--- config.mk ---
export PLATFORM = sky130hd
export DESIGN_NAME = refresh_cmd_sequencer
export DESIGN_NICKNAME = d
export VERILOG_FILES = /design/src/rtl/ddr_pkg.sv /design/src/rtl/delay_timer.sv /design/src/rtl/refresh_cmd_sequencer.sv
export SDC_FILE = /design/constraint.sdc
export NUM_CORES = 1
export LEC_CHECK = 0
export ABC_AREA = 1
export CAP_MARGIN = 15
export CORE_UTILIZATION = 57
export DETAILED_ROUTE_END_ITERATION = 6
export GPL_ROUTABILITY_DRIVEN = 0
export GPL_TIMING_DRIVEN = 0
export PLACE_DENSITY_LB_ADDON = 0.25
export SYNTH_ARGS = -nofsm -noshare
export SYNTH_HDL_FRONTEND = slang
export SYNTH_SLANG_ARGS = --single-unit
--- constraint.sdc ---
create_clock -name core_clk -period 3.4 [get_ports core_clk]
set_input_delay 0.85 -clock core_clk [delete_from_list [all_inputs] [get_ports core_clk]]
set_output_delay 0.85 -clock core_clk [all_outputs]
set_load 0.05 [all_outputs]
--- src/rtl/ddr_pkg.sv ---
// ddr_pkg: command encodings, default DDR timings and refresh sequencer states
package ddr_pkg;
    localparam int T_RP_CK  = 6;
    localparam int T_RFC_CK = 88;
    typedef enum logic [1:0] {
        CMD_NOP  = 2'b00,
        CMD_PREA = 2'b01,
        CMD_REF  = 2'b10,
        CMD_RSVD = 2'b11
    } cmd_op_t;
    typedef enum logic [2:0] {
        S_IDLE     = 3'd0,
        S_DRAIN    = 3'd1,
        S_PREA     = 3'd2,
        S_WAIT_RP  = 3'd3,
        S_REF      = 3'd4,
        S_WAIT_RFC = 3'd5
    } ref_seq_state_t;
endpackage

--- src/rtl/delay_timer.sv ---
// delay_timer: loadable down-counter that parks at zero and flags it
module delay_timer #(
    parameter int W = 7
) (
    input  logic         clk_i,
    input  logic         rst_ni,
    input  logic         load_i,
    input  logic [W-1:0] load_val_i,
    output logic         zero_o
);
    logic [W-1:0] cnt_q, cnt_d;
    // A load wins over counting; the count stops at zero instead of wrapping
    always_comb cnt_d = load_i ? load_val_i : (cnt_q != '0 ? cnt_q - 1'b1 : cnt_q);
    // Counter register
    always_ff @(posedge clk_i or negedge rst_ni)
        if (!rst_ni) cnt_q <= '0;
        else         cnt_q <= cnt_d;
    assign zero_o = cnt_q == '0;
endmodule

--- src/rtl/refresh_cmd_sequencer.sv ---
// refresh_cmd_sequencer: turns queued refresh grants into PREA/REF command sequences with tRP/tRFC spacing
module refresh_cmd_sequencer
    import ddr_pkg::*;
#(
    parameter int T_RP     = T_RP_CK,
    parameter int T_RFC    = T_RFC_CK,
    parameter int MAX_PEND = 8,
    parameter int PEND_W   = 4
) (
    input  logic              core_clk,
    input  logic              core_arstn,
    input  logic              ref_do,
    output logic              sched_hold,
    input  logic              sched_idle,
    input  logic              any_bank_open,
    output logic              cmd_valid,
    input  logic              cmd_ready,
    output logic [1:0]        cmd_op,
    output logic              ref_done,
    output logic [PEND_W-1:0] pending,
    output logic              overflow
);
    localparam int TW = $clog2(T_RP > T_RFC ? T_RP : T_RFC);

    ref_seq_state_t    state_q, state_d;
    logic [PEND_W-1:0] pending_q, pending_d;
    logic              overflow_q, overflow_d;
    logic              drain_q, drain_d;
    logic              hs, ref_hs, full, tmr_zero;
    logic [TW-1:0]     ld_val;
    cmd_op_t           op;

    assign cmd_valid  = state_q == S_PREA || state_q == S_REF;
    assign op         = state_q == S_PREA ? CMD_PREA : state_q == S_REF ? CMD_REF : CMD_NOP;
    assign cmd_op     = op;
    assign sched_hold = state_q != S_IDLE;
    assign hs         = cmd_valid && cmd_ready;
    assign ref_hs     = hs && state_q == S_REF;
    assign ref_done   = state_q == S_WAIT_RFC && tmr_zero;
    assign pending    = pending_q;
    assign overflow   = overflow_q;
    assign full       = pending_q == PEND_W'(MAX_PEND);
    // The wait states exit when the timer reads zero, so load two less than the spacing
    assign ld_val     = state_q == S_PREA ? TW'(T_RP - 2) : TW'(T_RFC - 2);

    // Grant queue: count in, count out on REF handshake, drop and flag when full
    always_comb begin
        pending_d  = (ref_do && !ref_hs && !full) ? pending_q + 1'b1 :
                     (ref_hs && !ref_do)          ? pending_q - 1'b1 : pending_q;
        overflow_d = overflow_q || (ref_do && full);
        drain_d    = state_q == S_DRAIN;
    end

    // Sequence control; DRAIN trusts sched_idle only once hold has been visible for a cycle
    always_comb begin
        state_d = state_q;
        case (state_q)
            S_IDLE:     if (pending_q != '0 || ref_do) state_d = S_DRAIN;
            S_DRAIN:    if (drain_q && sched_idle) state_d = any_bank_open ? S_PREA : S_REF;
            S_PREA:     if (hs) state_d = S_WAIT_RP;
            S_WAIT_RP:  if (tmr_zero) state_d = S_REF;
            S_REF:      if (hs) state_d = S_WAIT_RFC;
            S_WAIT_RFC: if (tmr_zero) state_d = pending_q != '0 ? S_REF : S_IDLE;
            default:    state_d = S_IDLE;
        endcase
    end

    // State registers
    always_ff @(posedge core_clk or negedge core_arstn)
        if (!core_arstn) begin
            state_q    <= S_IDLE;
            pending_q  <= '0;
            overflow_q <= 1'b0;
            drain_q    <= 1'b0;
        end else begin
            state_q    <= state_d;
            pending_q  <= pending_d;
            overflow_q <= overflow_d;
            drain_q    <= drain_d;
        end

    delay_timer #(.W(TW)) u_timer (
        .clk_i      (core_clk),
        .rst_ni     (core_arstn),
        .load_i     (hs),
        .load_val_i (ld_val),
        .zero_o     (tmr_zero)
    );
endmodule

* Word level (Yosys, flattened, before mapping) *
Index checks and enable logic that the tools add are counted.

storage, ports and cells
  register bits after elaboration = 16
  input bits = 6
  logic and storage cells = 58
  output and inout port bits = 10

operators by class
  $add $sub $neg = 3
  muxes and demuxes = 16
  eq/ne operators = 12
  reductions and logical operators = 22

operators with widths
  operator               count
  $mux W3                8
  $mux W7                3
  $pmux W3 S6            1
  $ne A2 B2 Y1 const B   5
  $logic_and A1 B1 Y1    8
  $mux W4                2
  $logic_not A7 Y1       1
  $reduce_bool A7 Y1     1
  $sub A7 B1 Y7 const B  1
  $eq A3 B2 Y1 const B   2
  $eq A3 B3 Y1 const B   2
  $reduce_and A6 Y1      1
  $add A4 B1 Y4 const B  1
  $eq A4 B4 Y1 const B   1
  $mux W2                2
  $reduce_bool A2 Y1     2
  $reduce_bool A4 Y1     1
  $sub A4 B1 Y4 const B  1
  $eq A3 B1 Y1 const B   1
  $logic_not A1 Y1       3
  $logic_not A3 Y1       1
  $logic_or A1 B1 Y1     3
  $reduce_bool A3 Y1     1
  $ne A2 B1 Y1 const B   1

* Depth between registers and ports, before layout *
Gate-level depths: netlist of the first run.

  depth in word-level cells = 8
  gate-level depth with buffers = 13
  mapped depth without buffers = 12

* By module *
A second synthesis of the first run with hierarchy kept.

unflattened totals
  cell total of the unflattened synthesis = 149
  area, all modules = 1133.6 µm²

modules (own cells, without submodules)
  module                 instances  area each (µm²)  sequential area each (µm²)  cells each
  refresh_cmd_sequencer  1          650.6            225.2                       90
  delay_timer            1          483.0            175.2                       59

* Worst setup path after synthesis of the first run *
OpenSTA, ideal clock, no wires.

  path type = register to output
  start = register u_timer.cnt_q[0]
  end = output ref_done
  slack = 949 ps
  buffers on the path = 0
  data required time = 2550 ps
  stages on the path, launching flop included = 7
  data arrival time = 1601 ps
  cells stage by stage = dfrtp_1 -> inv_1 -> ha_1 -> inv_1 -> nor2_1 -> nand3_2 -> nor2_1

on the way
  word-level cells in the longest chain between the ends = 2

RTL lines
  element                 RTL line                     text
  start, declared         delay_timer.sv:11            logic [W-1:0] cnt_q, cnt_d;
  start signal, assigned  delay_timer.sv:17            else cnt_q <= cnt_d;
  $logic_not A7 Y1        delay_timer.sv:18            assign zero_o = cnt_q == '0;
  $logic_and A1 B1 Y1     refresh_cmd_sequencer.sv:39  assign ref_done = state_q == S_WAIT_RFC && tmr_zero;
  end, declared           refresh_cmd_sequencer.sv:19  output logic ref_done,

Every way passes these cells.

* Worst setup path in the final report of the first run *
Ends and elaborated chain as after synthesis.

==> results by group, run 1 <==
Outcome
  • Status: complete, no violations

GRT
  • First-pass GRT wire length: 3680 microns
  • Vias in the first global route: 846
  • Grt ovf: 0
  • Largest net degree at the start of global routing: 17
  • GR Util All Layers: 25.1%
  • Antenna violations before repair: 0

Clocking
  • CTS tree: done
  • CTS root buffer: clkbuf_4
  • Post-cts sizing count: 0
  • Setup bufs post-CTS: 0
  • Worst-path clk slew: 0.09 ns
  • Bufs on Longest Clock Path: 2
  • H-Tree Depth: 1
  • Clk Latency, worst-skew pair: 0.29 ns
  • CTS Hold Bufs: 0
  • TritonCTS buffer count: 3
  • Clock sinks: 16

Timing
  • Min Tclk post-route: 3.16 ns
  • Relative slew margins: 50.5%
  • Worst-Margin Slew: 0.741 ns
  • Final Max Slew Viols: 0
  • Final Setup Violations: 0
  • Fmax: 317 MHz
  • Unrepaired setup endpoints after global routing: false
  • Clock Skews: 0.00436 ns
  • Final period utilization: 92.9%
  • Setup TNS: 0 ns
  • Final Hold Viols: 0

Synthesis
  • Mean post-synth cell area: 7.87 sq um
  • Mapped Cells: 138
  • Post-synth cell types: 26
  • Post-synth EDFFs: 0
  • Prevailing post-synth register cell: dfrtp_1
  • Synth async-reset ratio: 100%
  • Warnings from Yosys: 0
  • Syn_nets: 149
  • Synth Cell Area: 0.00109 sq mm
  • Sequential share of the synthesized area: 36.9%
  • Number of synthesized register bits: 16

Worst setup path
  • Critical-path cell list: inv_1, ha_1, inv_1, nor2_1, nand3_2, nor2_1, clkdlybuf4s50_1
  • Startpoint class of the critical path: flip-flop
  • Worst r2r src: pending[0]
  • Critical Path Stages: 7
  • Worst Setup EP: ref_done
  • WS Path Type: flip-flop to output port
  • FF-to-FF End: pending[3]
  • Family with the most delay on the worst path: buffers and inverters
  • Slowest stage delay, CP: 0.81 ns
  • CP endpoint kind: output port
  • Buf/Inv on CP: 3
  • Crit path launch: u_timer.cnt_q[0]
  • CP max-delay cell: clkdlybuf4s50_1
  • Worst reg-to-reg path cell count: 10
  • Critical path fanouts, max: 7
  • Worst Path Arrival: 2.31 ns
  • R2R Setup Slk: 1.44 ns
  • Worst EP required: 2.55 ns

Route
  • Pre-antenna DRT Iters: 4
  • DR vias: 970
  • Met3 WL: 71 microns
  • Met1 wire length: 1030 microns
  • Iter 0 DRT Violations: 31
  • Via density per instance: 5.36
  • Drt total wl: 2270 microns
  • Wire length per cell: 12.6 microns
  • # DRC: 0
  • Top sig layer: met4
  • Final antenna-violating net count: 0
  • Met2 wire length: 1150 microns

Power
  • Maximum vdd drop: 0.717 mV
  • Sw Ratio: 53.2%
  • Comb power frac: 65.0%
  • Cell Int Power: 0.000648 W
  • NetSw: 0.000736 W
  • Pwr dens: 1070 mW/mm^2
  • Clock group share of total power: 7.2%
  • Sequential share of power: 27.8%
  • Overall Power: 0.00138 W
  • Static leakage: 0.646 nW

Die
  • # IOs: 16
  • Die Ht: 45.7 microns
  • Die width: 45.7 microns
  • Initial Util: 61.6%
  • Die area: 0.00208 sq mm
  • Core footprint: 0.00176 sq mm
  • FP Rows: 15

Finish
  • Area growth from synthesis to layout: 18.8%
  • ANT cells: 0
  • Share of layout cells above drive strength 1: 17.3%
  • Commonest non-fill, non-tap cell in the layout: nand2_1
  • Commonest cells after routing, fill and taps aside: nand2_1, nand3_1, dfrtp_1, clkdlybuf4s50_1, inv_1
  • Final nets: 169

Worst hold path
  • Hold path depth: 1
  • Hold/Removal Path Class: flip-flop to flip-flop

Placed design
  • Dpl hpwl: 1770 microns
  • PortBufs: 15

Flow run
  • Max Cap Viol: 0
## cell usage after synthesis, types with 2 or more instances
cell	count	area, sq um
nand2_1	34	128
dfrtp_1	16	400
nand3_1	16	80.1
inv_1	12	45.0
nor2_1	11	41.3
a21oi_1	6	30.0
inv_2	6	22.5
nand4_1	6	37.5
nand2_2	5	31.3
ha_1	4	50.1
nand3_2	3	30.0
nor2_2	2	12.5
nor2_4	2	22.5
o21ai_1	2	10.0
o21bai_1	2	15.0
## through the flow
step	util, %	cells	instance area (sq um)	setup slack (ns)	hold WS (ns)
2_1_floorplan	-	138	1090	0.949	0.442
3_3_place_gp	71.8	178	1270	0.604	0.458
3_5_place_dp	71.8	178	1270	0.567	0.461
4_1_cts	73.1	181	1290	0.235	0.492
5_1_grt	73.1	181	1290	0.0594	0.513
6_report	73.1	181	1290	0.241	0.492
## sequential cells by signal, indices dropped and copies added (netlist names)
register,cells
u_timer.cnt_q,7
pending,4
state_q,3
drain_q,1
overflow,1
## cell type report
type | count | area (sq um)
buffer | 1 | 11.3
clock buffer | 3 | 22.5
tap | 25 | 31.3
fill | 157 | 474
inverter | 18 | 67.6
sequential | 16 | 400
multi-input combinational | 103 | 607
timing repair buffer | 15 | 150
## routing by layer
metal | track usage, % | vias to the layer above
met5 | 0 | -
met3 | 3.57 | 2
met1 | 31.8 | 456
met4 | 7.27 | 0
met2 | 44.0 | 20
li1 | - | 492
## how the worst min path moves through the flow
stage	startpoint	end	slack [ns]
final	overflow	overflow	0.49
after global placement	u_timer.cnt_q[0]	u_timer.cnt_q[0]	0.46
after floorplan	u_timer.cnt_q[0]	u_timer.cnt_q[0]	0.44
after CTS	overflow	overflow	0.49
after detailed placement	overflow	overflow	0.46
after global routing	overflow	overflow	0.51
## power groups by stage
stage / clock network [W] / logic, W / registers, W
final: 0.000100 / 0.000900 / 0.000384
after global routing: 0.000112 / 0.000987 / 0.000398
after CTS: 0.000102 / 0.000902 / 0.000384
after detailed placement: 0 / 0.000897 / 0.000385
after global placement: 0 / 0.000862 / 0.000380
after floorplan: 0 / 0.000585 / 0.000470
## kinds of logic (layout without fill, tap and decap cells)
group	count (synthesis)	after routing	share of synthesized area, %
buffers and inverters	19	37	7.26
flip-flops	16	16	36.9
AND/OR/NAND/NOR	81	81	37.9
adder cells (fa/ha/maj)	5	5	6.45
XOR/XNOR	3	3	3.11
AO/OA/AOI/OAI	14	14	8.41
Power figures use the tool's default switching activity.
==> run 2, diff against run 1 <==
- CAP_MARGIN: 15 -> 20
- HOLD_SLACK_MARGIN: default -> 0.15
==> results of run 2 <==
The final DEF is identical to that of run 1; final timing and power are the same.
